File: config.mk
export PLATFORM = sky130hd
export DESIGN_NAME = alu_cmd_sequencer
export DESIGN_NICKNAME = d
export VERILOG_FILES = /design/src/rtl/alu_cmd_sequencer.sv
export SDC_FILE = /design/constraint.sdc
export NUM_CORES = 1
export LEC_CHECK = 0
export ABC_AREA = 0
export CAP_MARGIN = 10
export CORE_MARGIN = 10
export CORE_UTILIZATION = 38
export DETAILED_ROUTE_END_ITERATION = 8
export GPL_TIMING_DRIVEN = 0
export PLACE_DENSITY_LB_ADDON = 0.08
export SKIP_LAST_GASP = 1
export SLEW_MARGIN = 20
export SYNTH_ARGS = -nofsm -noshare
export SYNTH_HDL_FRONTEND = slang
export SYNTH_SLANG_ARGS = --single-unit
export TNS_END_PERCENT = 100
File: constraint.sdc
create_clock -name clk -period 1.4 [get_ports clk]
set_input_delay 0.42 -clock clk [delete_from_list [all_inputs] [get_ports clk]]
set_output_delay 0.42 -clock clk [all_outputs]
set_load 0.1 [all_outputs]
File: src/rtl/alu_cmd_sequencer.sv
// ============================================================================
// Module      : alu_cmd_sequencer
// Description : Command stage for the 5-bit 4-op ALU. Takes one operand/opcode
//               command per handshake, registers it onto the ALU inputs,
//               captures the ALU result and presents it downstream with flags.
//               Optional feature macro: ALU_SEQ_ACC_EN (operand A may come from
//               the last accepted result).
// Revision    : 1.0 - initial release
// ============================================================================
`default_nettype none

module alu_cmd_sequencer #(
    parameter int WIDTH = 5,
    parameter int CNT_W = 8
) (
    input  logic             clk,
    input  logic             rst_n,
    input  logic             in_valid,
    output logic             in_ready,
    input  logic [WIDTH-1:0] in_a,
    input  logic [WIDTH-1:0] in_b,
    input  logic [1:0]       in_op,
    input  logic             in_acc,
    output logic [WIDTH-1:0] alu_a,
    output logic [WIDTH-1:0] alu_b,
    output logic [1:0]       alu_op,
    input  logic [WIDTH-1:0] alu_result,
    output logic             out_valid,
    input  logic             out_ready,
    output logic [WIDTH-1:0] out_result,
    output logic             out_zero,
    output logic             out_borrow,
    output logic [CNT_W-1:0] op_count
);

    localparam logic [1:0] ST_IDLE = 2'd0;
    localparam logic [1:0] ST_EXEC = 2'd1;
    localparam logic [1:0] ST_DONE = 2'd2;

    localparam logic [1:0] OP_SUB  = 2'b01;

    logic [1:0]       state;
    logic [1:0]       state_nxt;
    logic             accept;
    logic             capture;
    logic             retire;
    logic [WIDTH-1:0] a_sel;

    always_ff @(posedge clk or negedge rst_n) begin
        if (!rst_n) begin
            state <= ST_IDLE;
        end else begin
            state <= state_nxt;
        end
    end

    always_comb begin
        state_nxt = state;
        case (state)
            ST_IDLE: if (in_valid && in_ready) state_nxt = ST_EXEC;
            ST_EXEC: state_nxt = ST_DONE;
            ST_DONE: if (out_ready) state_nxt = ST_IDLE;
            default: state_nxt = ST_IDLE;
        endcase
    end

    always_comb begin
        accept    = (state == ST_IDLE) && in_valid && in_ready;
        capture   = (state == ST_EXEC);
        retire    = (state == ST_DONE) && out_ready;
        out_valid = (state == ST_DONE);
    end

    // Registered so that in_ready stays low through reset and rises on the
    // first clock after release.
    always_ff @(posedge clk or negedge rst_n) begin
        if (!rst_n) begin
            in_ready <= 1'b0;
        end else begin
            in_ready <= (state_nxt == ST_IDLE);
        end
    end

`ifdef ALU_SEQ_ACC_EN
    logic [WIDTH-1:0] last_result;

    always_ff @(posedge clk or negedge rst_n) begin
        if (!rst_n) begin
            last_result <= '0;
        end else if (retire) begin
            last_result <= out_result;
        end
    end

    assign a_sel = in_acc ? last_result : in_a;
`else
    logic unused_acc;
    assign unused_acc = in_acc;
    assign a_sel      = in_a;
`endif

    always_ff @(posedge clk or negedge rst_n) begin
        if (!rst_n) begin
            alu_a      <= '0;
            alu_b      <= '0;
            alu_op     <= 2'b00;
            out_borrow <= 1'b0;
        end else if (accept) begin
            alu_a      <= a_sel;
            alu_b      <= in_b;
            alu_op     <= in_op;
            out_borrow <= (in_op == OP_SUB) && (a_sel < in_b);
        end
    end

    always_ff @(posedge clk or negedge rst_n) begin
        if (!rst_n) begin
            out_result <= '0;
            out_zero   <= 1'b0;
        end else if (capture) begin
            out_result <= alu_result;
            out_zero   <= (alu_result == '0);
        end
    end

    always_ff @(posedge clk or negedge rst_n) begin
        if (!rst_n) begin
            op_count <= '0;
        end else if (retire) begin
            op_count <= op_count + CNT_W'(1);
        end
    end

endmodule

`default_nettype wire

==> impl_metrics.csv <==
group,metric,value,unit
yosys,yosys_warnings,0,
worst_setup_path,cp.depth,3,
sta,layout_setup_ws,-182,ps
yosys,yosysMostFrequentCell,"dfrtp_1",
yosys,synth_edf_count,0,
route,drc,0,
placed_design,io_buffers,49,
sta,max_slew_margin,56.1,%
clocking,cts_max_path_buffers,2,
sta,rsz0062_at_grt,"yes",
run,maxCapViolCount,0,
worst_hold_path,hp-class,"input pin to async pin",
sta,hold_viol_final,0,
global_route,grt_pass1_wl,5300,µm
yosys,async_flop_share,100,%
global_route,grt.total_usage,10.8,%
clocking,holdBufCountCts,0,
yosys,yosys_register_bits,30,
worst_setup_path,cp-endpoint,"out_valid",
sta,period_minus_slack,1580,ps
finish,nets,195,
sta,max_freq,0.632,GHz
yosys,synth-compound-area-share,2.83,%
yosys,synth_top_family_by_area,"multiplexers",
route,routed_wl,3390,µm
route,drt_first_pass_iters,3,
yosys,synth_largest_area_cell,"dfrtp_1",
worst_setup_path,timing.reg2reg.setup_slack,-180,ps
status,violations,"negative setup slack",
yosys,synthFlopType,"dfrtp_1",
route,num_vias,1003,
clocking,numCtsBuffers,5,
clocking,clock_sinks,30,
die,die_area,6100,µm²
global_route,grt_pass1_vias,1127,
finish,diodes,0,
sta,hold_slack,120,ps
sta,fin_crit_sh,113,%
global_route,grt-ovfl-total,0,
yosys,syn_nets,127,
worst_setup_path,cp_cell_sequence,"nand2b_4 -> clkinvlp_4 -> buf_12",
die,initial_core_util,38.7,%
sta,report.final.slew_viol_count,0,
yosys,synth_xor_area_share,4.78,%
sta,setup_viol,19,
worst_setup_path,worst_path_max_delay_cell,"dfrtp_1",
yosys,synth_common_cells,"dfrtp_1, mux2_2, nand2_1",
route,vias_per_cell,4.67,
finish,fillers,253,
clocking,path_clk_slew,100,ps
global_route,antenna_found_initial,0,
finish,area_delta_synth_final,83.5,%
placed_design,hpwl,2300,µm
worst_setup_path,critPathBufInv,2,
worst_setup_path,ff2ff_path_depth,5,
placed_design,routabilityCongestion,0.722,
worst_setup_path,slowest_delay,420,ps
worst_setup_path,start_kind,"flop",
clocking,cts_tree,"yes",
finish,drive_above_1_share,50.3,%
die,num_rows,21,
placed_design,post-place-ws,-808,ps
route,final_antenna_net_count,0,
sta,fin_setup_tns,-2290,ps
finish,final_cell_count_no_fill,215,
sta,tightest_slew,659,ps
die,num_io_pins,51,
worst_setup_path,cp_top_family,"flip-flops",
yosys,seq_area_frac_synth,58.5,%
route,wl_per_cell,15.8,µm
worst_setup_path,timing.rr.end,"alu_a[3]$_DFFE_PN0P_",
clocking,clock_latency,320,ps
worst_setup_path,criticalPathCategory,"flop to output pin",
worst_setup_path,reg2reg_from,"state[0]$_DFF_PN0_",
yosys,synthCells,100,
worst_setup_path,crit_start,"state[0]$_DFF_PN0_",
worst_setup_path,cp-end-kind,"output pin",
placed_design,place_inst,195,
yosys,synth_mux_area_share,14.9,%
route,drtIter0Drc,42,
yosys,synthTopCellsByArea,"dfrtp_1, mux2_2, mux2_1, ha_1, xnor2_1",
yosys,synth_simple_gate_area_share,10.4,%
worst_setup_path,worstPathRequired,980,ps
yosys,synthDistinctLibCells,25,
die,coreArea,3310,µm²
yosys,synth_top_area_share,58.5,%
sta,worst_clock_skew,9.07,ps
global_route,grt_max_degree,31,
yosys,synth_fa_ha_area_share,4.88,%
clocking,cts_root_buf,"clkbuf_4",
worst_setup_path,crit_fanout,4,
die,die_h,78.1,µm
worst_setup_path,crit_arrival,1160,ps
yosys,netlist_area,1280,µm²
clocking,h-tree-depth,2,
yosys,avgSynthCellArea,12.8,µm²
status,outcome,"complete, but fails checks",
die,die_x,78.1,µm
==> sequential cells by signal (all words and copies together) (netlist names) <==
register and count:
op_count 8, alu_a 5, alu_b 5, out_result 5, alu_op 2, state 2, in_ready 1, out_borrow 1
out_zero 1
==> metrics by stage <==
step                      area, µm²  utilization (%)
after CTS                      2130             64.3
final                          2350             71.1
after detailed placement       1850             55.9
after global routing           2350             71.1
after floorplan                1310                -
after global placement         1860             56.1
==> cell type report <==
class / instances / area [µm²] / area share (%)
Tap cell: 46 / 57.6 / 2.45
Multi-Input combinational cell: 61 / 568 / 24.1
Clock inverter: 1 / 5.00 / 0.213
Clock buffer: 7 / 55.1 / 2.34
Buffer: 3 / 27.5 / 1.17
Inverter: 6 / 26.3 / 1.12
Timing Repair Buffer: 61 / 845 / 35.9
Sequential cell: 30 / 769 / 32.7
==> what timing repair did <==
action	in CTS	in global routing
resized for setup	229	49
setup endpoints to repair	42	46
setup buffers	9	3
pin swaps	2	3
==> layer usage <==
layer  vias to the layer above  global-route usage, %  wire (µm)
met5                         -                      0          0
met4                         0                   3.23         19
met3                         2                   5.81        271
met2                        30                   18.1       1840
met1                       488                   11.6       1260
li1                        483                      -          -
==> cells by family after synthesis <==
logic type | count (synthesis)
flip-flops | 30
AND/OR/NAND/NOR | 26
multiplexers | 17
buffers and inverters | 9
XOR/XNOR | 7
AO/OA/AOI/OAI | 6
adder cells (fa/ha/maj) | 5
==> cell usage in the layout (no fill, tap or decap), types with 2 or more instances in the layout <==
cell | Yosys | routed
clkbuf_4 | 0 | 5
a21oi_1 | 2 | 2
buf_2 | 1 | 2
nand4_1 | 2 | 2
nand2_1 | 10 | 9
dfrtp_2 | 0 | 6
ha_1 | 5 | 5
buf_12 | 0 | 21
buf_6 | 1 | 5
nand2b_1 | 3 | 2
mux2_4 | 0 | 12
dfrtp_1 | 30 | 21
buf_8 | 0 | 9
xnor2_1 | 6 | 6
clkdlybuf4s50_1 | 0 | 19
nand3_1 | 3 | 2
mux2_2 | 11 | 5
buf_4 | 1 | 8
inv_1 | 6 | 5
dfrtp_4 | 0 | 3
nor2_1 | 3 | 2
==> worst min path at each step <==
stage / start / to / slack, ps
floorplan: rst_n / alu_a[0]$_DFFE_PN0P_ / 120
global placement: out_zero$_DFFE_PN0N_ / out_zero$_DFFE_PN0N_ / 460
detailed placement: op_count[7]$_DFFE_PN0P_ / op_count[7]$_DFFE_PN0P_ / 460
CTS: rst_n / alu_a[1]$_DFFE_PN0P_ / 130
global route: rst_n / op_count[3]$_DFFE_PN0P_ / 130
finish: rst_n / op_count[3]$_DFFE_PN0P_ / 120
Power is not shown: default switching activity piles up to over one toggle a cycle in this logic, so the estimate is an artifact.
